### src/rtl/fifo_1w_drain_pkg.sv
// fifo_1w_drain_pkg: shared state encodings, empty-element fill bit and occupancy helper
package fifo_1w_drain_pkg;

    localparam logic [1:0] ST_IDLE  = 2'd0;
    localparam logic [1:0] ST_RUN   = 2'd1;
    localparam logic [1:0] ST_FLUSH = 2'd2;
    localparam logic [1:0] ST_DONE  = 2'd3;

    // Replicated to element width to form the value shown when nothing is buffered
    localparam logic EMPTY_BIT = 1'b1;

    function automatic logic [1:0] occ_after(input logic [1:0] occ, input logic push, input logic pop);
        return occ + {1'b0, push} - {1'b0, pop};
    endfunction

endpackage

### src/rtl/fifo_skid2.sv
// fifo_skid2: two-entry in-order buffer between the FIFO pop side and the downstream handshake
module fifo_skid2 import fifo_1w_drain_pkg::*; #(
    parameter int W = 8
) (
    input  logic         clk,
    input  logic         rst_n,
    input  logic         in_val,
    input  logic [W-1:0] in_data,
    output logic         out_val,
    output logic [W-1:0] out_data,
    input  logic         out_rdy,
    output logic [1:0]   occ
);

    logic [W-1:0] e0_q, e0_d, e1_q, e1_d;
    logic [1:0]   occ_q, occ_d;
    logic         take;

    assign take     = out_val & out_rdy;
    assign out_val  = occ_q != 2'd0;
    assign out_data = out_val ? e0_q : {W{EMPTY_BIT}};
    assign occ      = occ_q;

    // Shift the head out on transfer, then append the incoming element behind whatever survives
    always_comb begin
        occ_d = occ_after(occ_q, in_val, take);
        e0_d  = take ? e1_q : e0_q;
        e1_d  = e1_q;
        if (in_val) begin
            if (occ_d == 2'd1) e0_d = in_data;
            else               e1_d = in_data;
        end
    end

    // Buffer registers; reset empties the buffer and drops its contents
    always_ff @(posedge clk or negedge rst_n) begin
        if (!rst_n) begin
            occ_q <= 2'd0;
            e0_q  <= {W{EMPTY_BIT}};
            e1_q  <= {W{EMPTY_BIT}};
        end else begin
            occ_q <= occ_d;
            e0_q  <= e0_d;
            e1_q  <= e1_d;
        end
    end

endmodule

### src/rtl/fifo_1w_drain.sv
// fifo_1w_drain: drains a commanded number of elements from an FWFT FIFO into a ready/valid stream
module fifo_1w_drain import fifo_1w_drain_pkg::*; #(
    parameter int FIFO_WIDTH = 8,
    parameter int CNT_WIDTH  = 8
) (
    input  logic                  clk,
    input  logic                  rst_n,
    input  logic                  cmd_val,
    input  logic [CNT_WIDTH-1:0]  cmd_cnt,
    output logic                  cmd_rdy,
    input  logic                  abort,
    input  logic                  fifo_data_avail,
    input  logic [FIFO_WIDTH-1:0] fifo_r_data,
    output logic                  fifo_r_val,
    output logic                  out_val,
    output logic [FIFO_WIDTH-1:0] out_data,
    input  logic                  out_rdy,
    output logic                  done,
    output logic [CNT_WIDTH-1:0]  done_cnt
);

    logic [1:0]           state_q, state_d;
    logic [CNT_WIDTH-1:0] remaining_q, remaining_d, popped_q, popped_d;
    logic [1:0]           buf_occ;
    logic                 pop;

    // Pops never look at out_rdy; the buffer-space term alone provides backpressure
    assign pop        = (state_q == ST_RUN) & fifo_data_avail & (remaining_q != '0) & (buf_occ < 2'd2) & ~abort;
    assign fifo_r_val = pop;
    assign cmd_rdy    = state_q == ST_IDLE;
    assign done       = state_q == ST_DONE;
    assign done_cnt   = done ? popped_q : '0;

    fifo_skid2 #(.W(FIFO_WIDTH)) u_skid (
        .clk      (clk),
        .rst_n    (rst_n),
        .in_val   (pop),
        .in_data  (fifo_r_data),
        .out_val  (out_val),
        .out_data (out_data),
        .out_rdy  (out_rdy),
        .occ      (buf_occ)
    );

    // Burst sequencing: count pops in RUN, wait for the buffer to empty in FLUSH, pulse DONE once
    always_comb begin
        state_d     = state_q;
        remaining_d = remaining_q;
        popped_d    = popped_q;
        case (state_q)
            ST_IDLE: begin
                if (cmd_val) begin
                    remaining_d = cmd_cnt;
                    popped_d    = '0;
                    state_d     = (cmd_cnt == '0) ? ST_DONE : ST_RUN;
                end
            end
            ST_RUN: begin
                remaining_d = remaining_q - {{(CNT_WIDTH-1){1'b0}}, pop};
                popped_d    = popped_q + {{(CNT_WIDTH-1){1'b0}}, pop};
                state_d     = (abort || remaining_d == '0) ? ST_FLUSH : ST_RUN;
            end
            ST_FLUSH: state_d = (occ_after(buf_occ, 1'b0, out_val & out_rdy) == 2'd0) ? ST_DONE : ST_FLUSH;
            default:  state_d = ST_IDLE;
        endcase
    end

    // Control registers; reset abandons any burst in flight without a completion pulse
    always_ff @(posedge clk or negedge rst_n) begin
        if (!rst_n) begin
            state_q     <= ST_IDLE;
            remaining_q <= '0;
            popped_q    <= '0;
        end else begin
            state_q     <= state_d;
            remaining_q <= remaining_d;
            popped_q    <= popped_d;
        end
    end

endmodule
### config.mk
export PLATFORM = sky130hd
export DESIGN_NAME = fifo_1w_drain
export DESIGN_NICKNAME = d
export VERILOG_FILES = /design/src/rtl/fifo_1w_drain_pkg.sv /design/src/rtl/fifo_skid2.sv /design/src/rtl/fifo_1w_drain.sv
export SDC_FILE = /design/constraint.sdc
export NUM_CORES = 1
export LEC_CHECK = 0
export CELL_PAD_IN_SITES_DETAIL_PLACEMENT = 1
export CELL_PAD_IN_SITES_GLOBAL_PLACEMENT = 1
export CORE_MARGIN = 4
export CORE_UTILIZATION = 45
export CTS_CLUSTER_DIAMETER = 100
export DETAILED_ROUTE_END_ITERATION = 6
export DONT_BUFFER_PORTS = 1
export GPL_TIMING_DRIVEN = 0
export PLACE_DENSITY = 0.74
export REMOVE_ABC_BUFFERS = 1
export SLEW_MARGIN = 25
export SYNTH_ARGS = -nofsm -noshare
export SYNTH_HDL_FRONTEND = slang
export SYNTH_SLANG_ARGS = --single-unit
### constraint.sdc
create_clock -name clk -period 4.4 [get_ports clk]
set_clock_uncertainty 0.05 [all_clocks]
set_input_delay 0.44 -clock clk [delete_from_list [all_inputs] [get_ports clk]]
set_output_delay 0.44 -clock clk [all_outputs]
set_load 0.005 [all_outputs]
==> results.py, run 1 <==
metrics = {
    "clock_tree": {
        "clk_path_buf_depth": 2,
        "cts_max_level": 2,
        "cts.sink_count": 36,
        "clock_latency_ps": 290,
        "cts-root-buf": "clkbuf_8",
        "cts.clk_slew.worst_paths_ps": 80,
        "cts_setup_buffers": 0,
        "cts_tree": "yes",
        "cts_made_buffers": 5,
    },
    "detailed_routing": {
        "drt_iter0_drc": 83,
        "drt-total-wl_um": 5180,
        "final_antenna_net_count": 0,
        "viasPerCell": 6.15,
        "drc": 0,
        "vias": 1575,
        "first_pass_iters": 4,
        "post_drt_wl_per_cell_um": 20.2,
    },
    "layout": {
        "layout-drive-gt1-share_pct": 29.4,
        "n_antenna_cell": 0,
        "areaGrowthSynthToFinish_pct": 7.88,
        "finalNetCount": 231,
    },
    "global_routing": {
        "overflow": 0,
        "antenna_found_initial": 0,
        "grt_max_degree": 37,
        "grt_pass1_vias": 1701,
        "grt_pass1_wl_um": 8690,
        "grt_use_total_pct": 18.8,
    },
    "logic_synthesis": {
        "synth_edf_count": 0,
        "syn_inst": 201,
        "ys_ff_latch": 36,
        "synth_area_um2": 2100,
        "synthFlopType": "dfrtp_1",
        "ys_types": 44,
        "ys_async_sr_fraction_pct": 100,
        "ys_seq_area_share_pct": 43.9,
        "post_synth.cell_area_avg_um2": 10.4,
        "ys_warn_count": 0,
    },
    "sta": {
        "setup_violations": 0,
        "timing.final.crit_period_ps": 4080,
        "max_freq_mhz": 245,
        "relSlewSlack_pct": 39.1,
        "grt_setup_unrepaired": "no",
        "hold_violations": 0,
        "tightest_slew_ps": 905,
        "report.final.slew_viol_count": 0,
        "setup_tns_ps": 0,
        "fin_crit_sh_pct": 92.7,
    },
    "placement": {
        "dpl.hpwl_um": 3720,
        "finalWeightedCongestion": 0.857,
        "port_buffers": 0,
    },
    "worst_hold_path": {
        "hp-class": "input port to flop",
    },
    "floorplanning": {
        "core_area_um2": 4440,
        "initial_core_util_pct": 47.2,
        "num_rows": 24,
        "dieArea_um2": 5810,
        "die_y_um": 76.2,
        "boundaryPins": 42,
        "die_x_um": 76.2,
    },
    "worst_setup_path": {
        "worstSetupPathType": "flop to flop",
        "endpoint_kind": "flop",
        "startpoint_type": "flop",
        "cp.required_ps": 4580,
        "crit_arrival_ps": 4260,
        "reg2reg_setup_slack_ps": 320,
        "crit_path_max_incr_delay_ps": 920,
        "critPathMaxFanout": 32,
        "cpMaxStageDelayCell": "dfrtp_1",
        "crit_chain": "or3b_1 > a2111oi_2 > ha_1 > ha_1 > nor4bb_1 > a21oi_1 > o21ai_0 > o21a_1",
        "cpMostUsedCell": "ha_1",
    },
    "pwr": {
        "switchingPower_mw": 0.556,
        "comb_power_share_pct": 36.7,
        "p_per_area_nw_per_um2": 645,
        "p_int_mw": 0.901,
        "p_leak_nw": 0.995,
        "total_power_mw": 1.46,
        "clkPwrFrac_pct": 17.6,
        "p_sw_share_pct": 38.2,
        "p_seq_share_pct": 45.8,
        "ir_drop_mv": 0.179,
    },
    "run_status": {
        "outcome": "complete, no violations",
    },
    "flow_run": {
        "max-cap-violations": 0,
    },
}
-- per-layer routing --
layer	up-vias	GRT usage (%)	wire, um
met5	-	0	0
met4	0	4.35	55
met3	6	5.56	225
met2	32	33.3	2710
met1	805	22.3	2180
li1	732	-	-
-- flip-flops by register name (all words and copies together) (netlist names) --
| register | cells |
|---|---|
| popped_q | 8 |
| remaining_q | 8 |
| state_q | 2 |
| u_skid.e0_q | 8 |
| u_skid.e1_q | 8 |
| u_skid.occ | 2 |
-- metrics by stage --
| step | setup slack (ps) | cell area, um^2 | std cells | util, % | hold slack, ps |
|---|---|---|---|---|---|
| floorplan | 1280 | 2070 | 194 | - | 94.4 |
| global route | 69.8 | 2260 | 256 | 50.9 | 224 |
| CTS | 445 | 2260 | 256 | 50.9 | 240 |
| finish | 323 | 2260 | 256 | 50.9 | 247 |
| global placement | 539 | 2130 | 246 | 48.0 | 95.7 |
| detailed placement | 445 | 2130 | 246 | 48.0 | 96.1 |
-- worst max-delay path, delay by kind of cell, from the launching register on --
family          cells  cell delay (ps)
fa+ha+maj           2              680
flops               1              920
simple gates        2             1190
compound gates      4             1190
-- synth_stat cells, types with 3 or more instances --
cell type	number	area share [%]
a21oi_1	11	2.6
nor2_1	11	2.0
inv_1	12	2.1
dfstp_2	16	20
mux2i_1	4	1.9
dfrtp_1	20	24
a31oi_1	3	0.90
nor2b_1	5	1.5
and3_1	11	3.3
nand2b_1	4	1.2
or2_2	8	2.4
a22o_1	4	1.7
nand2_1	3	0.54
o21ai_0	8	1.9
clkbuf_1	7	1.3
nor3b_1	5	1.8
mux2_2	24	13
nand3_1	6	1.4
ha_1	6	3.6
nor4_1	3	0.90
xnor2_1	4	1.7
-- cell type report --
type                       instances  area [um^2]
clock inverter                     2         13.8
fill                             499         2180
multi-input combinational        146         1100
timing repair buffer               2         30.0
sequential                        36          921
tap                               52         65.1
inverter                          12         45.0
clock buffer                       6         82.6
-- worst paths after layout --
check | start | end | cells past startpoint
max in group asynchronous | rst_n | u_skid.e1_q[4] | 2
min in group asynchronous | rst_n | state_q[1] | 2
hold / removal | fifo_r_data[6] | u_skid.e0_q[6] | 1
setup / recovery | state_q[0] | remaining_q[6] | 8
hold reg to reg | popped_q[7] | popped_q[7] | 1
setup reg to reg | state_q[0] | remaining_q[6] | 8
-- placed cells by master (no fill, tap or decap), types with 2 or more instances in the layout --
| cell | n |
|---|---|
| mux2_2 | 24 |
| dfrtp_1 | 20 |
| dfstp_2 | 16 |
| inv_1 | 12 |
| nor2_1 | 11 |
| and3_1 | 11 |
| a21oi_1 | 11 |
| or2_2 | 8 |
| o21ai_0 | 8 |
| nand3_1 | 6 |
| ha_1 | 6 |
| clkbuf_8 | 6 |
| nor2b_1 | 5 |
| nor3b_1 | 5 |
| xnor2_1 | 4 |
| nand2b_1 | 4 |
| mux2i_1 | 4 |
| a22o_1 | 4 |
| nor4_1 | 3 |
| nand2_1 | 3 |
| a31oi_1 | 3 |
| and4_1 | 2 |
| nand4_1 | 2 |
| o22a_1 | 2 |
-- power by group through the flow --
stage	sequential [mW]	combinational, mW	clock [mW]
4_1_cts	0.668	0.543	0.260
3_5_place_dp	0.674	0.527	0
6_report	0.667	0.535	0.256
2_1_floorplan	0.615	0.429	0
5_1_grt	0.698	0.596	0.279
3_3_place_gp	0.656	0.492	0
-- cells by family (layout without fill, tap and decap cells) --
family	after synthesis	after routing	synth area share, %
AOI/OAI and AO/OA	41	41	13.1
xor gates and xnor gates	4	4	1.67
adders and majority gates	6	6	3.58
buffers and inverters	19	22	3.40
DFF	36	36	43.9
muxes	28	28	14.8
and+or+nand+nor	67	67	19.5
-- what timing repair did --
| item | in CTS | in global routing |
|---|---|---|
| setup endpoints to repair | 0 | 0 |
| resized for setup | 0 | 0 |
| hold buffers | 2 | 0 |
| hold endpoints to repair | 36 | 0 |
Note: power is estimated with default switching activity, not from simulation.
==> run 2: changes to the inputs <==
--- a/config.mk
+++ b/config.mk
@@ -9,6 +9,7 @@
 export CELL_PAD_IN_SITES_GLOBAL_PLACEMENT = 1
 export CORE_MARGIN = 4
 export CORE_UTILIZATION = 45
+export CTS_BUF_LIST = sky130_fd_sc_hd__clkbuf_8
 export CTS_CLUSTER_DIAMETER = 100
 export DETAILED_ROUTE_END_ITERATION = 6
 export DONT_BUFFER_PORTS = 1
==> results of run 2 <==
Final layout, timing and power as in run 1 (identical DEF).
